[src/rtl/aes_pkg.sv]
// Shared constants, FSM state type and GF(2^8) helper for the AES key
// schedule store.
package aes_pkg;

  localparam int KEY_W      = 128;
  localparam int NUM_ROUNDS = 10;
  localparam logic [7:0] RCON_INIT = 8'h01;

  typedef enum logic [1:0] {
    ST_IDLE    = 2'd0,
    ST_CAPTURE = 2'd1,
    ST_READY   = 2'd2
  } state_t;

  // Multiply by x in GF(2^8) modulo the AES polynomial x^8+x^4+x^3+x+1.
  function automatic logic [7:0] xtime(input logic [7:0] b);
    return {b[6:0], 1'b0} ^ (b[7] ? 8'h1b : 8'h00);
  endfunction

endpackage

[src/rtl/rcon_gen.sv]
// Round-constant sequencer: restarts at 0x01 on load and doubles in
// GF(2^8) on each advance.
module rcon_gen
  import aes_pkg::*;
(
  input  logic       clk,
  input  logic       rst_n,
  input  logic       load,
  input  logic       advance,
  output logic [7:0] rcon_byte
);

  logic [7:0] rcon_q;
  logic [7:0] rcon_d;

  always_comb begin
    rcon_d = rcon_q;
    if (load) begin
      rcon_d = RCON_INIT;
    end else if (advance) begin
      rcon_d = xtime(rcon_q);
    end
  end

  always_ff @(posedge clk or negedge rst_n) begin
    if (!rst_n) begin
      rcon_q <= RCON_INIT;
    end else begin
      rcon_q <= rcon_d;
    end
  end

  assign rcon_byte = rcon_q;

endmodule

[src/rtl/key_schedule_store.sv]
// Collects the cipher key plus NUM_ROUNDS evolved round keys from the key
// evolution stage and serves them through a registered read port.
module key_schedule_store
  import aes_pkg::*;
#(
  parameter int KEY_W      = aes_pkg::KEY_W,
  parameter int NUM_ROUNDS = aes_pkg::NUM_ROUNDS
) (
  input  logic             clk,
  input  logic             reset,
  input  logic             clk_en,
  input  logic             load_key,
  input  logic [KEY_W-1:0] key_in,
  input  logic [KEY_W-1:0] evolved_key_in,
  input  logic             evolved_valid,
  output logic [KEY_W-1:0] round_constant,
  input  logic             rd_req,
  input  logic [3:0]       rd_round,
  output logic [KEY_W-1:0] rd_key,
  output logic             rd_valid,
  output logic             rd_err,
  output logic             busy,
  output logic             schedule_ready,
  output state_t           state_dbg
);

  localparam logic [3:0] LAST_ROUND = 4'(NUM_ROUNDS);

  state_t           state_q, state_d;
  logic [3:0]       idx_q, idx_d;
  logic             busy_q, busy_d;
  logic             ready_q, ready_d;
  logic             capture;
  logic [7:0]       rcon_byte;

  logic             wr_en;
  logic [3:0]       wr_addr;
  logic [KEY_W-1:0] wr_data;
  logic [KEY_W-1:0] mem_q [NUM_ROUNDS+1];

  logic             rd_ok;
  logic [KEY_W-1:0] rd_key_q, rd_key_d;
  logic             rd_valid_q, rd_valid_d;
  logic             rd_err_q, rd_err_d;

  // A load in the same cycle always takes priority over a capture.
  assign capture = (state_q == ST_CAPTURE) && clk_en && evolved_valid && !load_key;

  always_comb begin
    state_d = state_q;
    idx_d   = idx_q;
    if (load_key) begin
      state_d = ST_CAPTURE;
      idx_d   = 4'd1;
    end else if (capture) begin
      if (idx_q == LAST_ROUND) begin
        state_d = ST_READY;
      end else begin
        idx_d = idx_q + 4'd1;
      end
    end
    busy_d  = (state_d == ST_CAPTURE);
    ready_d = (state_d == ST_READY);
  end

  always_ff @(posedge clk or negedge reset) begin
    if (!reset) begin
      state_q <= ST_IDLE;
      idx_q   <= 4'd0;
      busy_q  <= 1'b0;
      ready_q <= 1'b0;
    end else begin
      state_q <= state_d;
      idx_q   <= idx_d;
      busy_q  <= busy_d;
      ready_q <= ready_d;
    end
  end

  rcon_gen u_rcon (
    .clk       (clk),
    .rst_n     (reset),
    .load      (load_key),
    .advance   (capture),
    .rcon_byte (rcon_byte)
  );

  assign round_constant = {rcon_byte, {(KEY_W-8){1'b0}}};

  // Single write port: slot 0 on load, slot idx on capture.
  always_comb begin
    wr_en   = load_key || capture;
    wr_addr = load_key ? 4'd0 : idx_q;
    wr_data = load_key ? key_in : evolved_key_in;
  end

  // Storage is deliberately not reset; stale keys stay unreadable until READY.
  always_ff @(posedge clk) begin
    if (wr_en) begin
      mem_q[wr_addr] <= wr_data;
    end
  end

  // Read handshake: rd_req is a single-cycle request with no back-pressure;
  // exactly one cycle later rd_valid pulses for one cycle with rd_key/rd_err.
  // rd_key holds its last value while rd_valid is low.
  assign rd_ok = (state_q == ST_READY) && (rd_round <= LAST_ROUND) && !load_key;

  always_comb begin
    rd_valid_d = rd_req;
    rd_err_d   = rd_req && !rd_ok;
    rd_key_d   = rd_key_q;
    if (rd_req) begin
      rd_key_d = rd_ok ? mem_q[rd_round] : '0;
    end
  end

  always_ff @(posedge clk or negedge reset) begin
    if (!reset) begin
      rd_key_q   <= '0;
      rd_valid_q <= 1'b0;
      rd_err_q   <= 1'b0;
    end else begin
      rd_key_q   <= rd_key_d;
      rd_valid_q <= rd_valid_d;
      rd_err_q   <= rd_err_d;
    end
  end

  assign rd_key         = rd_key_q;
  assign rd_valid       = rd_valid_q;
  assign rd_err         = rd_err_q;
  assign busy           = busy_q;
  assign schedule_ready = ready_q;
  assign state_dbg      = state_q;

endmodule

[config.mk]
export PLATFORM = sky130hd
export DESIGN_NAME = key_schedule_store
export DESIGN_NICKNAME = d
export VERILOG_FILES = /design/src/rtl/aes_pkg.sv /design/src/rtl/rcon_gen.sv /design/src/rtl/key_schedule_store.sv
export SDC_FILE = /design/constraint.sdc
export NUM_CORES = 2
export LEC_CHECK = 0
export ABC_CLOCK_PERIOD_IN_PS = 19900
export CAP_MARGIN = 30
export CORE_MARGIN = 8
export CORE_UTILIZATION = 58
export CTS_CLUSTER_DIAMETER = 80
export DETAILED_ROUTE_END_ITERATION = 16
export PLACE_DENSITY = 0.8
export SKIP_LAST_GASP = 1
export SLEW_MARGIN = 20
export SYNTH_ARGS = -nofsm -noshare
export SYNTH_HDL_FRONTEND = slang
export SYNTH_SLANG_ARGS = --single-unit
export TNS_END_PERCENT = 100
[constraint.sdc]
create_clock -name clk -period 19.9 [get_ports clk]
set_input_delay 2.985 -clock clk [delete_from_list [all_inputs] [get_ports clk]]
set_output_delay 2.985 -clock clk [all_outputs]
set_load 0.01 [all_outputs]
==> impl_metrics.env <==
export IMPL_final_max_slew_viol_count=0
export IMPL_drtPass1Iterations=6
export IMPL_status="finished clean"
export IMPL_htreeDepth=4
export IMPL_fp_dieH_um=343
export IMPL_die_area_um2=118000
export IMPL_p_per_area_nw_per_um2=95.3
export IMPL_rsz0062_at_grt="false"
export IMPL_cap_violations=0
export IMPL_tightest_slew_ns=1.23
export IMPL_regArea_um2=45900
export IMPL_syn_area_um2=62200
export IMPL_wl_per_cell_um=26.6
export IMPL_cts_root_buf="clkbuf_16"
export IMPL_fp_dieW_um=343
export IMPL_reg2reg_to="mem_q[4][82]"
export IMPL_cpPeakStageDelay_ns=0.86
export IMPL_maxSlewHeadroom_pct=17.8
export IMPL_clock_insertion_delay_worst_skew_ns=0.75
export IMPL_fmax_mhz=146
export IMPL_synth_seq_cells=1554
export IMPL_ff2ff_setup_slack_ns=16.37
export IMPL_report_final_hold_viol_count=0
export IMPL_numCtsBuffers=153
export IMPL_start_kind="primary input"
export IMPL_drtIter0Drc=3209
export IMPL_crit_top_cell="buf_12"
export IMPL_setup_viol=0
export IMPL_cts_setup_buffers=0
export IMPL_crit_path_start="rd_round[0]"
export IMPL_drive_gt1_share_pct=14.5
export IMPL_crit_path_end="rd_key[90]"
export IMPL_num_io_pins=528
export IMPL_reg2reg_from="state_dbg[0]"
export IMPL_cp_top_family="buffers and inverters"
export IMPL_crit_cells=8
export IMPL_grt_max_degree=150
export IMPL_p_leak_nw=25.9
export IMPL_place_congestion=0.745
export IMPL_cts_tree="built"
export IMPL_grt_pass1_vias=34100
export IMPL_rows=120
export IMPL_worst_clock_skew_ns=0.0228
export IMPL_cts_hold_buf=0
export IMPL_num_vias=33500
export IMPL_gr_usage_all_layers_pct=23.9
export IMPL_ys_flop_type="edfxtp_1"
export IMPL_crit_buf_inv=4
export IMPL_clkSinkCount=1554
export IMPL_grt_pass1_wl_um=212000
export IMPL_area_growth_pct=16.4
export IMPL_crit_chain="buf_8 > buf_12 > buf_4 > buf_12 > mux2i_1 > o22ai_1 > or3_1 > a22o_1"
export IMPL_antenna_found_initial=2
export IMPL_start_util_pct=58.2
export IMPL_avgViaCountPerCell=6.14
export IMPL_synth_edf_count=1408
export IMPL_end_kind="flop"
export IMPL_core_area_um2=107000
export IMPL_netlist_instances=3516
export IMPL_period_minus_slack_ns=6.86
export IMPL_fin_crit_sh_pct=34.5
export IMPL_yosysWarningCount=0
export IMPL_hold_path_class="flop to flop"
export IMPL_n_fill_cell=6772
export IMPL_async_reset_ff_share_pct=9.40
export IMPL_r2r_cells=4
export IMPL_grt_overflow=0
export IMPL_clk_pin_slew_ns=0.06
export IMPL_cts_resized_gates=0
export IMPL_wl_um=145000
export IMPL_crit_fanout=149
export IMPL_worstPathArrival_ns=7.47
export IMPL_multi_input_area_um2=14800
export IMPL_critPathKind="primary input to flop"
export IMPL_total_power_mw=6.90
export IMPL_cts_path_max_buffers=3
export IMPL_required_ns=20.51
export IMPL_ys_types=41
export IMPL_portBuffers=407
export IMPL_fin_nets=4191
export IMPL_postSynthAreaPerCell_um2=17.7
export IMPL_tns_ns=0
export IMPL_ys_seq_area_share_pct=73.9
export IMPL_crit_slowest_cell="buf_4"
export IMPL_max_vdd_ir_drop_mv=0.0764
export IMPL_drc=0
export IMPL_hpwl_um=74000
export IMPL_ant_nets=0
[synth_stat cells (3+ instances only)]
cell	count	area, µm²
edfxtp_1	1408	42300
mux2i_1	641	6420
o22ai_1	256	1600
mux2_2	171	1930
dfrtp_1	145	3630
a22o_1	128	1120
or3_1	128	801
buf_4	123	923
clkbuf_1	108	405
a21oi_2	100	876
mux2_1	85	957
buf_2	79	395
a21oi_1	36	180
buf_1	19	71.3
nand2_1	16	60.1
nor2_1	16	60.1
buf_6	11	124
inv_1	4	15.0
a211oi_1	3	22.5
nand2b_1	3	18.8
nand3b_1	3	22.5
nor3_1	3	15.0
nor4_1	3	18.8
xnor2_1	3	26.3
[how the worst min path moves through the flow]
stage                           to  cells past startpoint  slack (ns)                start
4_1_cts        u_rcon.rcon_byte[0]                      2        0.51  u_rcon.rcon_byte[0]
5_1_grt                  rd_key[4]                      1        0.52            rd_key[4]
3_5_place_dp             rd_key[6]                      1        0.50            rd_key[6]
3_3_place_gp             rd_key[6]                      1        0.49            rd_key[6]
2_1_floorplan  u_rcon.rcon_byte[0]                      2        0.50  u_rcon.rcon_byte[0]
6_report                 rd_key[4]                      1        0.51            rd_key[4]
[cells by family (layout without fill, tap and decap cells)]
family                   after synthesis  in the layout  share of synthesized area [%]
flip-flops                          1554           1554                           73.9
multiplexers                         897            897                           15.0
AO/OA/AOI/OAI                        529            529                           6.18
buffers and inverters                345            761                           3.12
AND/OR/NAND/NOR                      184            184                           1.75
XOR/XNOR                               4              4                         0.0564
adder cells (fa/ha/maj)                2              2                         0.0402
other                                  1            122                        0.00603
[worst reg2reg max path: stages, from the launching register on]
cell and delay (ns):
dfrtp_1 0.49, nand4b_1 0.46, nor3_1 0.49, and3_4 0.77, buf_4 0.88
[power breakdown]
group	internal, mW	switching, mW	leakage (nW)
clock network	1.68	1.18	2.47
logic	0.155	0.243	8.63
registers	3.62	0.0103	14.8
total	5.46	1.44	25.9
[routing by layer]
layer	GRT usage [%]	vias up	wire length, µm
met4	7.65	2	3490
li1	-	14500	-
met3	5.06	245	13700
met2	39.8	1685	70900
met1	31.7	17000	57200
met5	0	-	9
[registers in the layout (all words and copies together), names as in the netlist]
name,flops
u_rcon.rcon_byte,8
rd_err,1
mem_q,1408
busy,1
rd_valid,1
state_dbg,2
rd_key,128
idx_q,4
schedule_ready,1
[cells in the final DEF (no fill, tap or decap), types with 3 or more instances in the layout]
cell             count
a211oi_1             3
dfrtp_1            145
buf_4               55
a22o_1             128
nor2_4               3
nand2_1             15
o22ai_1            256
xnor2_1              3
clkinv_1            16
edfxtp_1          1408
clkbuf_1            41
a21oi_2            100
mux2_1              85
inv_6                6
mux2i_1            641
clkdlybuf4s50_1    402
buf_12               5
or3_1              128
clkbuf_8            22
mux2_2             171
nand3b_1             3
a21oi_1             36
inv_1                3
conb_1             120
clkinv_2            23
bufinv_16           11
buf_16               7
nor2_1              13
clkinvlp_4           3
nor4_2               3
clkbuf_16          158
[through the flow]
step	hold WS (ns)	cells	setup WS [ns]	cell area (µm²)	utilization (%)
3_3_place_gp	0.493	5164	12.55	67200	62.9
5_1_grt	0.518	5454	12.96	72400	67.8
4_1_cts	0.509	5450	13.21	72300	67.7
2_1_floorplan	0.501	3635	3.35	62600	-
6_report	0.505	5456	13.04	72400	67.8
3_5_place_dp	0.497	5167	12.46	67200	63.0
[layout make-up]
class / instances / share of cell area, %
Sequential cell: 1554 / 63.5
Multi-Input combinational cell: 1736 / 20.5
Timing Repair Buffer: 474 / 6.63
Clock buffer: 220 / 6.07
Tap cell: 1403 / 2.43
Clock inverter: 63 / 0.876
Inverter: 4 / 0.0242
Antenna cell: 2 / 0.00691
(Power assumes the default switching activity.)
